<file path="src/rtl/wishbone_master_arbiter.sv">
// ============================================================================
// wishbone_master_arbiter : two-master / one-slave classic Wishbone arbiter
// with a watchdog that force-completes unacknowledged transfers.  Rev 1.0
// ============================================================================
`default_nettype none

module wishbone_master_arbiter #(
  parameter int ADDR_W      = 32,
  parameter int DATA_W      = 32,
  parameter int ROUND_ROBIN = 1,
  parameter int TIMEOUT     = 255
) (
  input  logic                clk,
  input  logic                rst,
  input  logic [ADDR_W-1:0]   m0_addr_i,
  input  logic [DATA_W-1:0]   m0_data_i,
  input  logic                m0_we_i,
  input  logic [DATA_W/8-1:0] m0_sel_i,
  input  logic                m0_stb_i,
  input  logic                m0_cyc_i,
  output logic [DATA_W-1:0]   m0_data_o,
  output logic                m0_ack_o,
  input  logic [ADDR_W-1:0]   m1_addr_i,
  input  logic [DATA_W-1:0]   m1_data_i,
  input  logic                m1_we_i,
  input  logic [DATA_W/8-1:0] m1_sel_i,
  input  logic                m1_stb_i,
  input  logic                m1_cyc_i,
  output logic [DATA_W-1:0]   m1_data_o,
  output logic                m1_ack_o,
  output logic [ADDR_W-1:0]   s_addr_o,
  output logic [DATA_W-1:0]   s_data_o,
  output logic                s_we_o,
  output logic [DATA_W/8-1:0] s_sel_o,
  output logic                s_stb_o,
  output logic                s_cyc_o,
  input  logic [DATA_W-1:0]   s_data_i,
  input  logic                s_ack_i,
  output logic [1:0]          grant_o,
  output logic                timeout_o
);

  localparam int              CNT_W    = (TIMEOUT > 1) ? $clog2(TIMEOUT + 1) : 1;
  localparam logic [CNT_W-1:0] CNT_LAST = (TIMEOUT > 0) ? CNT_W'(TIMEOUT - 1) : '0;
  localparam logic            WD_EN    = (TIMEOUT > 0);
  localparam logic            RR_EN    = (ROUND_ROBIN != 0);

  typedef enum logic [1:0] {
    ST_IDLE = 2'd0,
    ST_GNT0 = 2'd1,
    ST_GNT1 = 2'd2,
    ST_TOUT = 2'd3
  } state_e;

  state_e           state_q, state_d;
  logic             last_q, last_d;   // 0 = m0 last granted, 1 = m1
  logic [CNT_W-1:0] cnt_q, cnt_d;
  logic             own;
  logic             stall;

  // Owner keeps the bus while its cyc is high; otherwise hand over directly.
  function automatic state_e release_next(input logic owner, input logic cyc0,
                                          input logic cyc1);
    state_e nxt;
    if (!owner) nxt = cyc0 ? ST_GNT0 : (cyc1 ? ST_GNT1 : ST_IDLE);
    else        nxt = cyc1 ? ST_GNT1 : (cyc0 ? ST_GNT0 : ST_IDLE);
    return nxt;
  endfunction

  always_ff @(posedge clk) begin
    if (rst) begin
      state_q <= ST_IDLE;
      last_q  <= 1'b1;
      cnt_q   <= '0;
    end else begin
      state_q <= state_d;
      last_q  <= last_d;
      cnt_q   <= cnt_d;
    end
  end

  always_comb begin
    state_d   = state_q;
    cnt_d     = '0;
    own       = 1'b0;
    stall     = 1'b0;
    s_addr_o  = '0;
    s_data_o  = '0;
    s_we_o    = 1'b0;
    s_sel_o   = '0;
    s_stb_o   = 1'b0;
    s_cyc_o   = 1'b0;
    m0_ack_o  = 1'b0;
    m0_data_o = '0;
    m1_ack_o  = 1'b0;
    m1_data_o = '0;
    grant_o   = 2'b00;
    timeout_o = 1'b0;

    case (state_q)
      ST_IDLE: begin
        if (m0_cyc_i && m1_cyc_i)
          state_d = (RR_EN && !last_q) ? ST_GNT1 : ST_GNT0;
        else if (m0_cyc_i)
          state_d = ST_GNT0;
        else if (m1_cyc_i)
          state_d = ST_GNT1;
      end

      ST_GNT0, ST_GNT1: begin
        own      = (state_q == ST_GNT1);
        s_addr_o = own ? m1_addr_i : m0_addr_i;
        s_data_o = own ? m1_data_i : m0_data_i;
        s_we_o   = own ? m1_we_i   : m0_we_i;
        s_sel_o  = own ? m1_sel_i  : m0_sel_i;
        s_stb_o  = own ? m1_stb_i  : m0_stb_i;
        s_cyc_o  = own ? m1_cyc_i  : m0_cyc_i;
        grant_o  = own ? 2'b10 : 2'b01;
        if (own) begin
          m1_ack_o  = s_ack_i;
          m1_data_o = s_ack_i ? s_data_i : '0;
        end else begin
          m0_ack_o  = s_ack_i;
          m0_data_o = s_ack_i ? s_data_i : '0;
        end
        stall = s_stb_o & s_cyc_o & ~s_ack_i;
        // An ack in the same cycle as the final stall count wins over the watchdog.
        if (WD_EN && stall && (cnt_q == CNT_LAST))
          state_d = ST_TOUT;
        else
          state_d = release_next(own, m0_cyc_i, m1_cyc_i);
        if (WD_EN && (state_d == state_q) && !s_ack_i)
          cnt_d = cnt_q + CNT_W'(stall);
      end

      ST_TOUT: begin
        timeout_o = 1'b1;
        grant_o   = last_q ? 2'b10 : 2'b01;
        m0_ack_o  = ~last_q;
        m1_ack_o  = last_q;
        state_d   = release_next(last_q, m0_cyc_i, m1_cyc_i);
      end

      default: state_d = ST_IDLE;
    endcase

    last_d = last_q;
    if (state_d == ST_GNT0)      last_d = 1'b0;
    else if (state_d == ST_GNT1) last_d = 1'b1;
  end

endmodule

`default_nettype wire

</file>
<file path="config.mk">
export PLATFORM = sky130hd
export DESIGN_NAME = wishbone_master_arbiter
export DESIGN_NICKNAME = d
export VERILOG_FILES = /design/src/rtl/wishbone_master_arbiter.sv
export SDC_FILE = /design/constraint.sdc
export NUM_CORES = 1
export LEC_CHECK = 0
export CORE_AREA = 8 8 118 120
export DETAILED_ROUTE_END_ITERATION = 10
export DIE_AREA = 0 0 126 128
export GPL_TIMING_DRIVEN = 0
export PLACE_DENSITY = 0.67
export SYNTH_ARGS = -nofsm -noshare
export SYNTH_HDL_FRONTEND = slang
export SYNTH_SLANG_ARGS = --single-unit
export TNS_END_PERCENT = 5
</file>
<file path="constraint.sdc">
create_clock -name clk -period 3.2 [get_ports clk]
set_input_delay 0.48 -clock clk [delete_from_list [all_inputs] [get_ports clk]]
set_output_delay 0.48 -clock clk [all_outputs]
set_load 0.02 [all_outputs]
</file>
Word level (Yosys, flattened, before mapping)
Cells that the tools add are included.

operators by class
  add/sub/neg operators = 1
  eq/ne operators = 7
  mux-type cells = 40
  bitwise operators = 6
  reduce and logical (&&, ||, !) cells = 8

operators by type and width
  cell                                            number
  2-to-1 mux 32 bit                               9
  2-to-1 mux 2 bit                                13
  2-to-1 mux 1 bit                                12
  adder 8 x 1 -> 8 bit                            1
  == test 8 bit (second input constant)           1
  2-to-1 mux 4 bit                                2
  == test 2 bit (second input constant)           3
  one-hot mux 2 bit (3 select lines)              1
  == test 2 x 1 -> 1 bit (second input constant)  2
  inverter 1 bit                                  4
  one-hot mux 1 bit (2 select lines)              2
  one-hot mux 2 bit (2 select lines)              1
  logical AND 1 bit                               3
  OR reduction 3 bit                              1
  AND 1 bit                                       2
  == test 2 bit                                   1
  zero test 2 bit                                 1
  nonzero test 2 bit                              1
  OR reduction 2 bit                              1
  zero test 1 bit                                 1

word-level totals
  register bits after elaboration = 11
  word-level logic and storage cells = 65

Logic depth before layout (Yosys ltp)
  depth in word-level cells = 11
  mapped depth = 12
  gate-level depth less buffers = 11

Least setup slack after synthesis
Ideal clock, no wire load.

  path kind = reg-to-reg
  from = register state_q[0]
  to = register last_q
  setup time = 0.117 ns
  data arrival time = 2.189 ns
  data required time = 3.083 ns
  setup slack = 0.895 ns
  cell stages (with the launch flop) = 12
  path buffers = 1
  cell sequence = dfxtp_1 > inv_1 > ha_1 > buf_2 > mux2i_1 > nor3_4 > a22oi_1 > nor3b_1 > nor2_1 > ha_1 > mux2i_1 > nand2b_1

on the way
  cells in the longest elaborated chain, start to end = 10
  elaborated cells on any way between the ends = 21
  classes of those cells = 5 x eq/ne; 10 x mux; 2 x bitwise; 4 x reduce/logical

RTL lines
  what                                                     line      RTL
  start, declared                                          55        state_e state_q, state_d;
  start signal, assigned                                   76        state_q <= state_d;
  == test 2 bit                                            100, 111
  2-to-1 mux 1 bit, on equally long branches               116, 117
  AND 1 bit (2 in a row)                                   126       stall = s_stb_o & s_cyc_o & ~s_ack_i;
  logical AND 1 bit                                        128       if (WD_EN && stall && (cnt_q == CNT_LAST))
  2-to-1 mux 2 bit                                         128
  2-to-1 mux 2 bit                                         100       case (state_q)
  one-hot mux 2 bit (3 select lines) (*)                   100
  == test 2 x 1 -> 1 bit or == test 2 bit (tied branches)  148, 149
  2-to-1 mux 1 bit or nonzero test 2 bit (tied branches)   -
  end signal, assigned                                     77        last_q <= last_d;
  end, declared                                            56        logic last_q, last_d;

Mark *: on every way between the ends. The rest lies on a longest branch, timed or not. The select of a mux whose other input is x is not followed.
A chain may end at the register's enable or synchronous reset.

Final worst setup path
  from = register state_q[0]
  to = output port s_data_o[8]

on the way
  cells in the longest elaborated chain, start to end = 3
  elaborated cells on any way between the ends = 5
  classes of those cells = 2 x eq/ne; 2 x mux; 1 x reduce/logical

RTL lines
  what                                                     line      RTL
  == test 2 bit or == test 2 x 1 -> 1 bit (tied branches)  100, 111
  2-to-1 mux 32 bit or OR reduction 2 bit (tied branches)  -
  2-to-1 mux 32 bit (*)                                    100
  end, declared                                            32        output logic [DATA_W-1:0] s_data_o,

Mark *: on every way between the ends. The rest lies on a longest branch, timed or not.

==> metrics.md <==
| Metric | Value |
|---|---|
| Most frequently used flop master after synthesis | dfxtp_1 |
| Fin area | between 5000 and 6000 sq um |
| # diodes | 0 |
| Placed insts | 824 |
| Via Count | approximately 3700 |
| Final min period | 3020 ps |
| GR Util met2 | 32.6% |
| Hold_buf cts | 0 |
| WL/cell | about 18 microns |
| Layout cell share with drive strength beyond 1 | 4.28% |
| Final-report hold violation count | 0 |
| GRT met1 Usage | 19.1% |
| Fillers | roughly 1200 |
| Worst Max-Slew Pin Slew | 445 ps |
| Reg area | 223 sq um |
| CP arrival | 2540 ps |
| Non-Filler Instances | around 830 |
| DRC | 0 |
| Mapped Cells | 360 |
| Clk slew on worst S/H paths | roughly 40 ps |
| Core Area | between 10000 and 15000 sq um |
| DP Area | approximately 5800 sq um |
| GRT Overall Usage | 17.5% |
| Vias per cell | 4.43 |
| Clock buffer count from CTS | 3 |
| Longest Clk Path Bufs | 2 |
| Power Density | 461 nW/um^2 |
| Skew-Pair Late Insertion Delay | 250 ps |
| TritonCTS clock tree | done |
| Total routed wirelength | 15200 microns |
| Seq/Total Area, Yosys | 9.08% |
| FF+latch count, synth | 11 |
| First-pass GRT wire length | 22600 microns |
| Site Rows | 41 |
| Crit-path max FO | 10 |
| Vias in the first global route | 3989 |
| Required time worst endpoint | 2720 ps |
| F_max | 331 MHz |
| Period Utilization, post-route | 94.3% |
| RePlAce Congestion | slightly below 0.9 |
| Relative slew slack | 70.3% |
| Final setup vio count | 0 |
| Outcome | finished, final reports clean |
| Starting density of the core | 19.9% |
| Hold Crit Class | register to register |
| Lkg Pwr | 0.00210 uW |
| Post-synth EDFFs | 0 |
| Count of buffers from port buffering | 314 |
| Initial antenna violation count | 0 |
| H-tree depth | 1 |
| Critical path class | register to primary output |
| Grt ovf | 0 |
| Asr flop ratio synth | 0% |
| 1st-iter DRT viols | 97 |
| Die Y-Extent | 128 microns |
| Max VDD drop | 205 uV |
| RSZ-0062 raised after global routing | false |
| Die area | 16100 sq um |
| Worst clock skew | 1.08 ps |
| Startpoint types | register |
| Pre-antenna DRT Iters | 4 |
| Crit path capture type | primary output |
| DP Wirelength | approximately 13000 microns |
| IO Pins | 317 |
| Final Max Tran Viols | 0 |
| Nets | 863 |
| Maxcap violations | 0 |
| DIE WIDTH | 126 microns |
| Layout area overhead | 142% |
| Number of clock sinks | 11 |
| Post-route antenna net violation count | 0 |
| Synth unique cells | 37 |
| Mean Syn Cell Area | 6.74 sq um |
| Met3 Use GR | 5.74% |
| Synth Net Count | roughly 540 |
| Post-Syn Area | between 2000 and 2500 sq um |
| Multi-input gate area | 2060 sq um |
| Synth Warn # | 0 |
| Clock root cell | clkbuf_16 |
| Largest net degree at the start of global routing | 11 |
| GR peak layer | met2 |
[flip-flops by register name, summed over array words and instances, names as in the netlist]
register,cells
state_q,2
last_q,1
cnt_q,8
[cell families after synthesis]
logic type | count (synthesis) | synth area share (%)
compound gates | 20 | 6.40
xor+xnor | 6 | 2.17
fa+ha+maj | 7 | 3.61
buf+inv | 35 | 6.14
flops | 11 | 9.08
mux | 75 | 31.0
simple gates | 206 | 41.6
[through the flow]
stage	utilization (%)	setup slack, ps	total power (uW)	hold slack (ps)	TNS [ps]
2_1_floorplan	-	895	1350	479	0
3_5_place_dp	47.1	-312	2470	506	-2300
6_report	48.0	183	2700	516	0
5_1_grt	48.0	10.7	2870	555	0
4_1_cts	47.9	2.39	2730	522	0
3_3_place_gp	47.1	-368	2450	499	-2560
[power by group]
group	internal [uW]	switching, uW
combinational	1130	1160
sequential	151	22.5
clock	166	69.9
total	1450	1250
[worst max-delay path, cell delays in order, from the launching register on]
cell and delay, ps:
dfxtp_2 380, inv_1 140, ha_1 400, clkbuf_4 250
clkbuf_1 300, nor2b_1 190, clkdlybuf4s50_1 630
[cells in the mapped netlist (5+ instances only)]
cell / instances / area [sq um]
buf_1: 5 / 18.8
buf_2: 8 / 40.0
clkbuf_1: 14 / 52.6
dfxtp_1: 11 / 220
ha_1: 7 / 87.6
inv_1: 7 / 26.3
mux2i_1: 74 / 741
nand2_1: 39 / 146
nand3_1: 6 / 30.0
nor2_1: 76 / 285
nor2b_1: 71 / 444
[path summary, 6_finish.rpt]
check / from / to / slack, ps / depth (start not counted)
worst max-delay path: state_q[0] / s_data_o[8] / 180 / 6
worst min-delay path: cnt_q[6] / cnt_q[6] / 520 / 2
worst min register to register: cnt_q[6] / cnt_q[6] / 520 / 2
worst max register to register: state_q[0] / last_q / 590 / 11
[timing repair]
item / CTS / global route
pin swaps: 0 / 0
endpoints found under the setup margin: 71 / 79
setup buffers: 0 / 0
gates resized for setup: 8 / 10
[final cells by class]
| type | instances | share of cell area (%) |
|---|---|---|
| repair buffers | 314 | 53.7 |
| flip-flops and latches | 11 | 3.80 |
| plain buffers | 28 | 2.39 |
| multi-input cells | 314 | 35.1 |
| inverters | 7 | 0.449 |
| well taps | 150 | 3.20 |
| clock buffers | 3 | 1.28 |
| clock inverters | 1 | 0.0855 |
[cells in the final DEF, fill, tap and decap left out, types with 2 or more instances in the layout]
cell type	count
dfxtp_1	9
a21oi_1	3
clkbuf_1	7
buf_2	8
clkbuf_2	5
clkbuf_4	3
a22oi_1	4
xor2_1	4
mux2i_1	74
xnor2_1	2
dfxtp_2	2
ha_1	7
nand2_1	39
o21ai_0	4
clkbuf_16	3
nor3_1	2
buf_1	4
nor2_1	76
nor2b_1	71
nand3_1	6
clkdlybuf4s50_1	312
inv_1	7
nand2b_1	4
[layer usage]
layer / vias up / share of wire [%]
met4: 0 / 0.75
met2: 202 / 51
met5: - / 0
met3: 9 / 9.2
li1: 1821 / -
met1: 1640 / 39
No activity file was read; power rests on OpenSTA's default activity.
